===== src/rtl/music_sequencer.sv =====
// Score playback controller: steps a combinational score ROM one beat per TICK_DIV cycles and
// drives registered per-channel note dividers and volume. Define SEQ_LOOP_EN for seamless looping.
module music_sequencer #(
  parameter int unsigned TICK_DIV   = 12_500_000,
  parameter int unsigned GAP_CYCLES = 500_000,
  parameter int unsigned ADDR_W     = 7,
  parameter int unsigned SONG_LEN   = 128
) (
  input  logic              clk,
  input  logic              rst,
  input  logic              play,
  input  logic              rewind,
  input  logic              vol_up,
  input  logic              vol_down,
  output logic [ADDR_W-1:0] beat_addr,
  input  logic [21:0]       rom_div_left,
  input  logic [21:0]       rom_div_right,
  output logic [21:0]       note_div_left,
  output logic [21:0]       note_div_right,
  output logic [2:0]        volume,
  output logic              done
);

  localparam int unsigned       CntW     = $clog2(TICK_DIV);
  localparam logic [CntW-1:0]   TickLast = CntW'(TICK_DIV - 1);
  localparam logic [ADDR_W-1:0] AddrLast = ADDR_W'(SONG_LEN - 1);
  localparam logic [21:0]       Silence  = 22'd1;

  typedef enum logic [1:0] {StIdle, StPlay, StPause, StDone} state_e;

  state_e            state_q, state_d;
  logic [CntW-1:0]   tick_cnt_q, tick_cnt_d;
  logic [ADDR_W-1:0] beat_addr_q, beat_addr_d;
  logic [21:0]       note_l_q, note_l_d, note_r_q, note_r_d;
  logic [2:0]        vol_q, vol_d;
  logic              done_q, done_d;
  logic              in_gap;

  // Compared at 32 bits so GAP_CYCLES = 0 never matches, whatever CntW is.
  assign in_gap = (32'(tick_cnt_q) >= (TICK_DIV - GAP_CYCLES));

  function automatic logic [21:0] map_note(input logic [21:0] rom, input logic gap);
    return ((rom == 22'd0) || gap) ? Silence : rom;
  endfunction

  always_comb begin
    state_d     = state_q;
    tick_cnt_d  = tick_cnt_q;
    beat_addr_d = beat_addr_q;
    note_l_d    = Silence;
    note_r_d    = Silence;
    if (rewind) begin
      state_d     = StIdle;
      tick_cnt_d  = '0;
      beat_addr_d = '0;
    end else begin
      unique case (state_q)
        StIdle: begin
          tick_cnt_d  = '0;
          beat_addr_d = '0;
          if (play) state_d = StPlay;
        end
        StPlay: begin
          if (!play) begin
            state_d = StPause;
          end else begin
            note_l_d = map_note(rom_div_left, in_gap);
            note_r_d = map_note(rom_div_right, in_gap);
            if (tick_cnt_q == TickLast) begin
              tick_cnt_d = '0;
              if (beat_addr_q == AddrLast) begin
`ifdef SEQ_LOOP_EN
                beat_addr_d = '0;
`else
                state_d = StDone;
`endif
              end else begin
                beat_addr_d = beat_addr_q + 1'b1;
              end
            end else begin
              tick_cnt_d = tick_cnt_q + 1'b1;
            end
          end
        end
        StPause: begin
          if (play) state_d = StPlay;
        end
        StDone: begin
          state_d = StDone;
        end
        default: state_d = StIdle;
      endcase
    end
    done_d = (state_d == StDone);
  end

  // Simultaneous up and down cancel out.
  always_comb begin
    vol_d = vol_q;
    if (vol_up && !vol_down && (vol_q != 3'd7)) begin
      vol_d = vol_q + 3'd1;
    end else if (vol_down && !vol_up && (vol_q != 3'd0)) begin
      vol_d = vol_q - 3'd1;
    end
  end

  always_ff @(posedge clk or posedge rst) begin
    if (rst) begin
      state_q     <= StIdle;
      tick_cnt_q  <= '0;
      beat_addr_q <= '0;
      note_l_q    <= Silence;
      note_r_q    <= Silence;
      vol_q       <= 3'd3;
      done_q      <= 1'b0;
    end else begin
      state_q     <= state_d;
      tick_cnt_q  <= tick_cnt_d;
      beat_addr_q <= beat_addr_d;
      note_l_q    <= note_l_d;
      note_r_q    <= note_r_d;
      vol_q       <= vol_d;
      done_q      <= done_d;
    end
  end

  assign beat_addr      = beat_addr_q;
  assign note_div_left  = note_l_q;
  assign note_div_right = note_r_q;
  assign volume         = vol_q;
  assign done           = done_q;

endmodule


===== config.mk =====
export PLATFORM = sky130hd
export DESIGN_NAME = music_sequencer
export DESIGN_NICKNAME = d
export VERILOG_FILES = /design/src/rtl/music_sequencer.sv
export SDC_FILE = /design/constraint.sdc
export NUM_CORES = 1
export LEC_CHECK = 0
export CAP_MARGIN = 20
export CELL_PAD_IN_SITES_DETAIL_PLACEMENT = 0
export CELL_PAD_IN_SITES_GLOBAL_PLACEMENT = 1
export CORE_AREA = 2 2 105 107
export DETAILED_ROUTE_END_ITERATION = 10
export DIE_AREA = 0 0 107 109
export PLACE_DENSITY = 0.79
export SYNTH_ARGS = -nofsm -noshare
export SYNTH_HDL_FRONTEND = slang
export SYNTH_SLANG_ARGS = --single-unit

===== constraint.sdc =====
create_clock -name clk -period 3.05 [get_ports clk]
set_input_delay 0.4575 -clock clk [delete_from_list [all_inputs] [get_ports clk]]
set_output_delay 0.4575 -clock clk [all_outputs]
set_load 0.01 [all_outputs]

==> flow_summary_export.csv <==
group,metric,value,unit
worst_setup_path,reg2reg_depth,6,
sta,tns,0,ns
grt,grt_pass1_wl,14700,um
sta,rsz0062_at_grt,"no",
final_layout,nNetsFinal,528,
sta,clock.fmax,431,MHz
grt,overflow,0,
yosys,yosys.area_share.simple,28.6,%
power,sw_frac_of_total,26.8,%
sta,worst_clock_skew,0.00893,ns
power,p_switching,0.600,mW
power,power,2.24,mW
clock_tree,clk_latency,0.35,ns
yosys,ys_seq_elements,81,
yosys,ys_types,51,
sta,fin_crit,2.32,ns
sta,setup_viol,0,
worst_setup_path,start_kind,"flop",
floorplanning,dieArea,11700,um^2
yosys,synthAdderAreaFrac,1.51,%
run,max-cap-violations,0,
worst_setup_path,worst-path-max-fanout,6,
floorplanning,chipHeight,109,um
routing,routed-via-count,3108,
power,clockPowerShare,31.4,%
grt,grt_max_degree,62,
worst_setup_path,cpPeakStageDelay,0.51,ns
clock_tree,ctsResizeCount,0,
yosys,synthCells,372,
power,powerDensity,436,nW/um^2
routing,drtIter0Drc,221,
clock_tree,cts_sinks,81,
sta,slew_violations,0,
yosys,synth_top_area_share,50.7,%
clock_tree,cts_tree,"built",
final_layout,num_antenna_cells,0,
sta,worst-slew-pin-transition,0.790,ns
sta,final.period_utilization,76.2,%
clock_tree,htree_num_levels,3,
status,status,"complete, no violations",
yosys,ys_seq_area_share,53.5,%
yosys,synth_area_leaders,"dfrtp_1, and2_1, xor2_1",
routing,firstDrtPassIters,4,
clock_tree,clkSlewWorstSetupHoldPaths,0.08,ns
worst_setup_path,arrival,2.57,ns
yosys,async_reset_ff_share,100,%
yosys,syn_area,3800,um^2
grt,grt_usage,16.2,%
floorplanning,io_pins,105,
yosys,post-synth-top-area-cell,"dfrtp_1",
power,ir_worst_vdd,0.227,mV
final_layout,area_growth,35.3,%
final_layout,final_common_cell,"clkdlybuf4s50_1",
yosys,synth_top_family_by_area,"simple AND/OR/NAND/NOR gates",
grt,grt_pass1_vias,3128,
final_layout,final_cell_mix,"clkdlybuf4s50_1, dfrtp_1, and2_1, nor2_1, nand2_1",
floorplanning,start_util,35.8,%
routing,drt-total-wl,8920,um
power,seqPwrFrac,52.4,%
yosys,synthMuxAreaShare,1.09,%
clock_tree,cts_buffers,9,
routing,drc_errors,0,
final_layout,post-route-util,48.5,%
routing,via_per_inst,5.02,
clock_tree,clockBufferDepth,2,
final_layout,final_layout_size_suffix_gt1_share,7.10,%
floorplanning,num_rows,38,
final_layout,fin_cells,619,
yosys,synth_edf_count,0,
grt,antenna_found_initial,0,
place,dp.cells,603,
worst_setup_path,cp_slowest_cell,"nor4_2",
sta,slew_headroom,47.2,%
clock_tree,cts-root-buf,"clkbuf_8",
routing,avgRoutedWirePerCell,14.4,um
floorplanning,die_w,107,um
worst_setup_path,crit_required,3.30,ns
worst_setup_path,crit_type,"flop to flop",
place,hpwl,6650,um
yosys,yosys.area_share.xor_xnor,3.69,%
worst_hold_path,hold_path_class,"input port to asynchronous set/reset pin",
clock_tree,hold_buffers,0,
clock_tree,post_cts_buffers,0,
worst_setup_path,cp-end-kind,"flop",
power,combPwrFrac,16.2,%
place,place_congestion,0.829,
yosys,yosys_warnings,0,
final_layout,fill_cells,1005,
worst_setup_path,reg2reg_slack,0.73,ns
sta,hold_violations,0,
yosys,synth_ff_type,"dfrtp_1",
yosys,synth_nets,426,
worst_setup_path,path_cells,"ha_1 > and2_1 > or3b_2 > nor4_2 > nand2_1 > a211oi_1",
yosys,synth-compound-area-share,7.87,%
floorplanning,core-area,10600,um^2
power,p_leak,2.14,nW
power,internal_power,1.64,mW
place,port_buffers,104,
yosys,postSynthAreaPerCell,10.2,um^2
routing,drtAntennaViolNets,0,
-- power groups by stage --
stage / Clock, mW / Sequential [mW] / Combinational, mW
global route: 0.781 / 1.19 / 0.405
global placement: 0 / 1.20 / 0.357
finish: 0.704 / 1.18 / 0.363
detailed placement: 0 / 1.20 / 0.368
floorplan: 0 / 1.18 / 0.217
CTS: 0.735 / 1.18 / 0.368
-- worst paths after layout --
| check | from | to |
|---|---|---|
| max | tick_cnt_q[0] | state_q[1] |
| min | rst | note_div_right[6] |
| max reg2reg | tick_cnt_q[0] | state_q[1] |
| min reg2reg | tick_cnt_q[0] | tick_cnt_q[0] |
| max in group asynchronous | rst | note_div_left[0] |
| min in group clk | tick_cnt_q[0] | tick_cnt_q[0] |
-- worst max-delay path: cells and delay by family (launching register included) --
kind,cells,cell delay (ns)
AO/OA/AOI/OAI,1,0.29
adder cells (fa/ha/maj),1,0.24
flip-flops,1,0.42
AND/OR/NAND/NOR,4,1.28
-- kinds of logic (layout without fill, tap and decap cells) --
group / after synthesis / count (layout)
AND/OR/NAND/NOR: 194 / 194
flip-flops: 81 / 81
AO/OA/AOI/OAI: 44 / 44
buffers and inverters: 29 / 136
XOR/XNOR: 16 / 16
adder cells (fa/ha/maj): 4 / 4
multiplexers: 4 / 4
-- synth_stat cells (2+ instances only) --
| library cell | n |
|---|---|
| a21o_1 | 4 |
| a21oi_1 | 10 |
| a31o_2 | 2 |
| a31oi_1 | 2 |
| and2_1 | 46 |
| and3_1 | 4 |
| buf_6 | 2 |
| clkbuf_1 | 14 |
| dfrtp_1 | 77 |
| dfstp_2 | 4 |
| ha_1 | 3 |
| inv_1 | 11 |
| mux2i_1 | 3 |
| nand2_1 | 23 |
| nand2b_1 | 6 |
| nand3_1 | 22 |
| nand4_1 | 19 |
| nor2_1 | 33 |
| nor3_1 | 10 |
| nor3b_1 | 2 |
| nor4_1 | 15 |
| nor4b_1 | 2 |
| o21ai_0 | 11 |
| o22ai_1 | 2 |
| o311ai_0 | 2 |
| o31ai_1 | 2 |
| or4_1 | 3 |
| xor2_1 | 15 |
-- flip-flops by register name, summed over array words and instances, names as in the netlist --
signal and count:
state_q 2, note_div_right 22, volume 3, done 1, tick_cnt_q 24, beat_addr 7, note_div_left 22
-- cell type report --
cell class	instances	area, um^2	area share [%]
Sequential cell	81	2030	39.5
Multi-Input combinational cell	262	1630	31.6
Timing Repair Buffer	109	1090	21.2
Tap cell	140	175	3.41
Clock buffer	12	145	2.82
Inverter	11	42.5	0.827
Clock inverter	4	28.8	0.560
-- through the flow --
stage	area, um^2	hold slack [ns]	setup slack, ns
2_1_floorplan	3800	0.514	0.519
3_3_place_gp	4970	0.543	0.668
3_5_place_dp	4970	0.551	0.588
4_1_cts	5140	0.379	0.741
5_1_grt	5140	0.423	0.551
6_report	5140	0.390	0.727
-- routing by layer --
layer	GRT usage [%]	up-vias	part of all wire [%]
met3	9.09	11	13
met4	5.47	0	1.5
met2	23.7	110	43
met1	20.3	1478	43
li1	-	1509	-
met5	0	-	0
(Power assumes the default switching activity.)
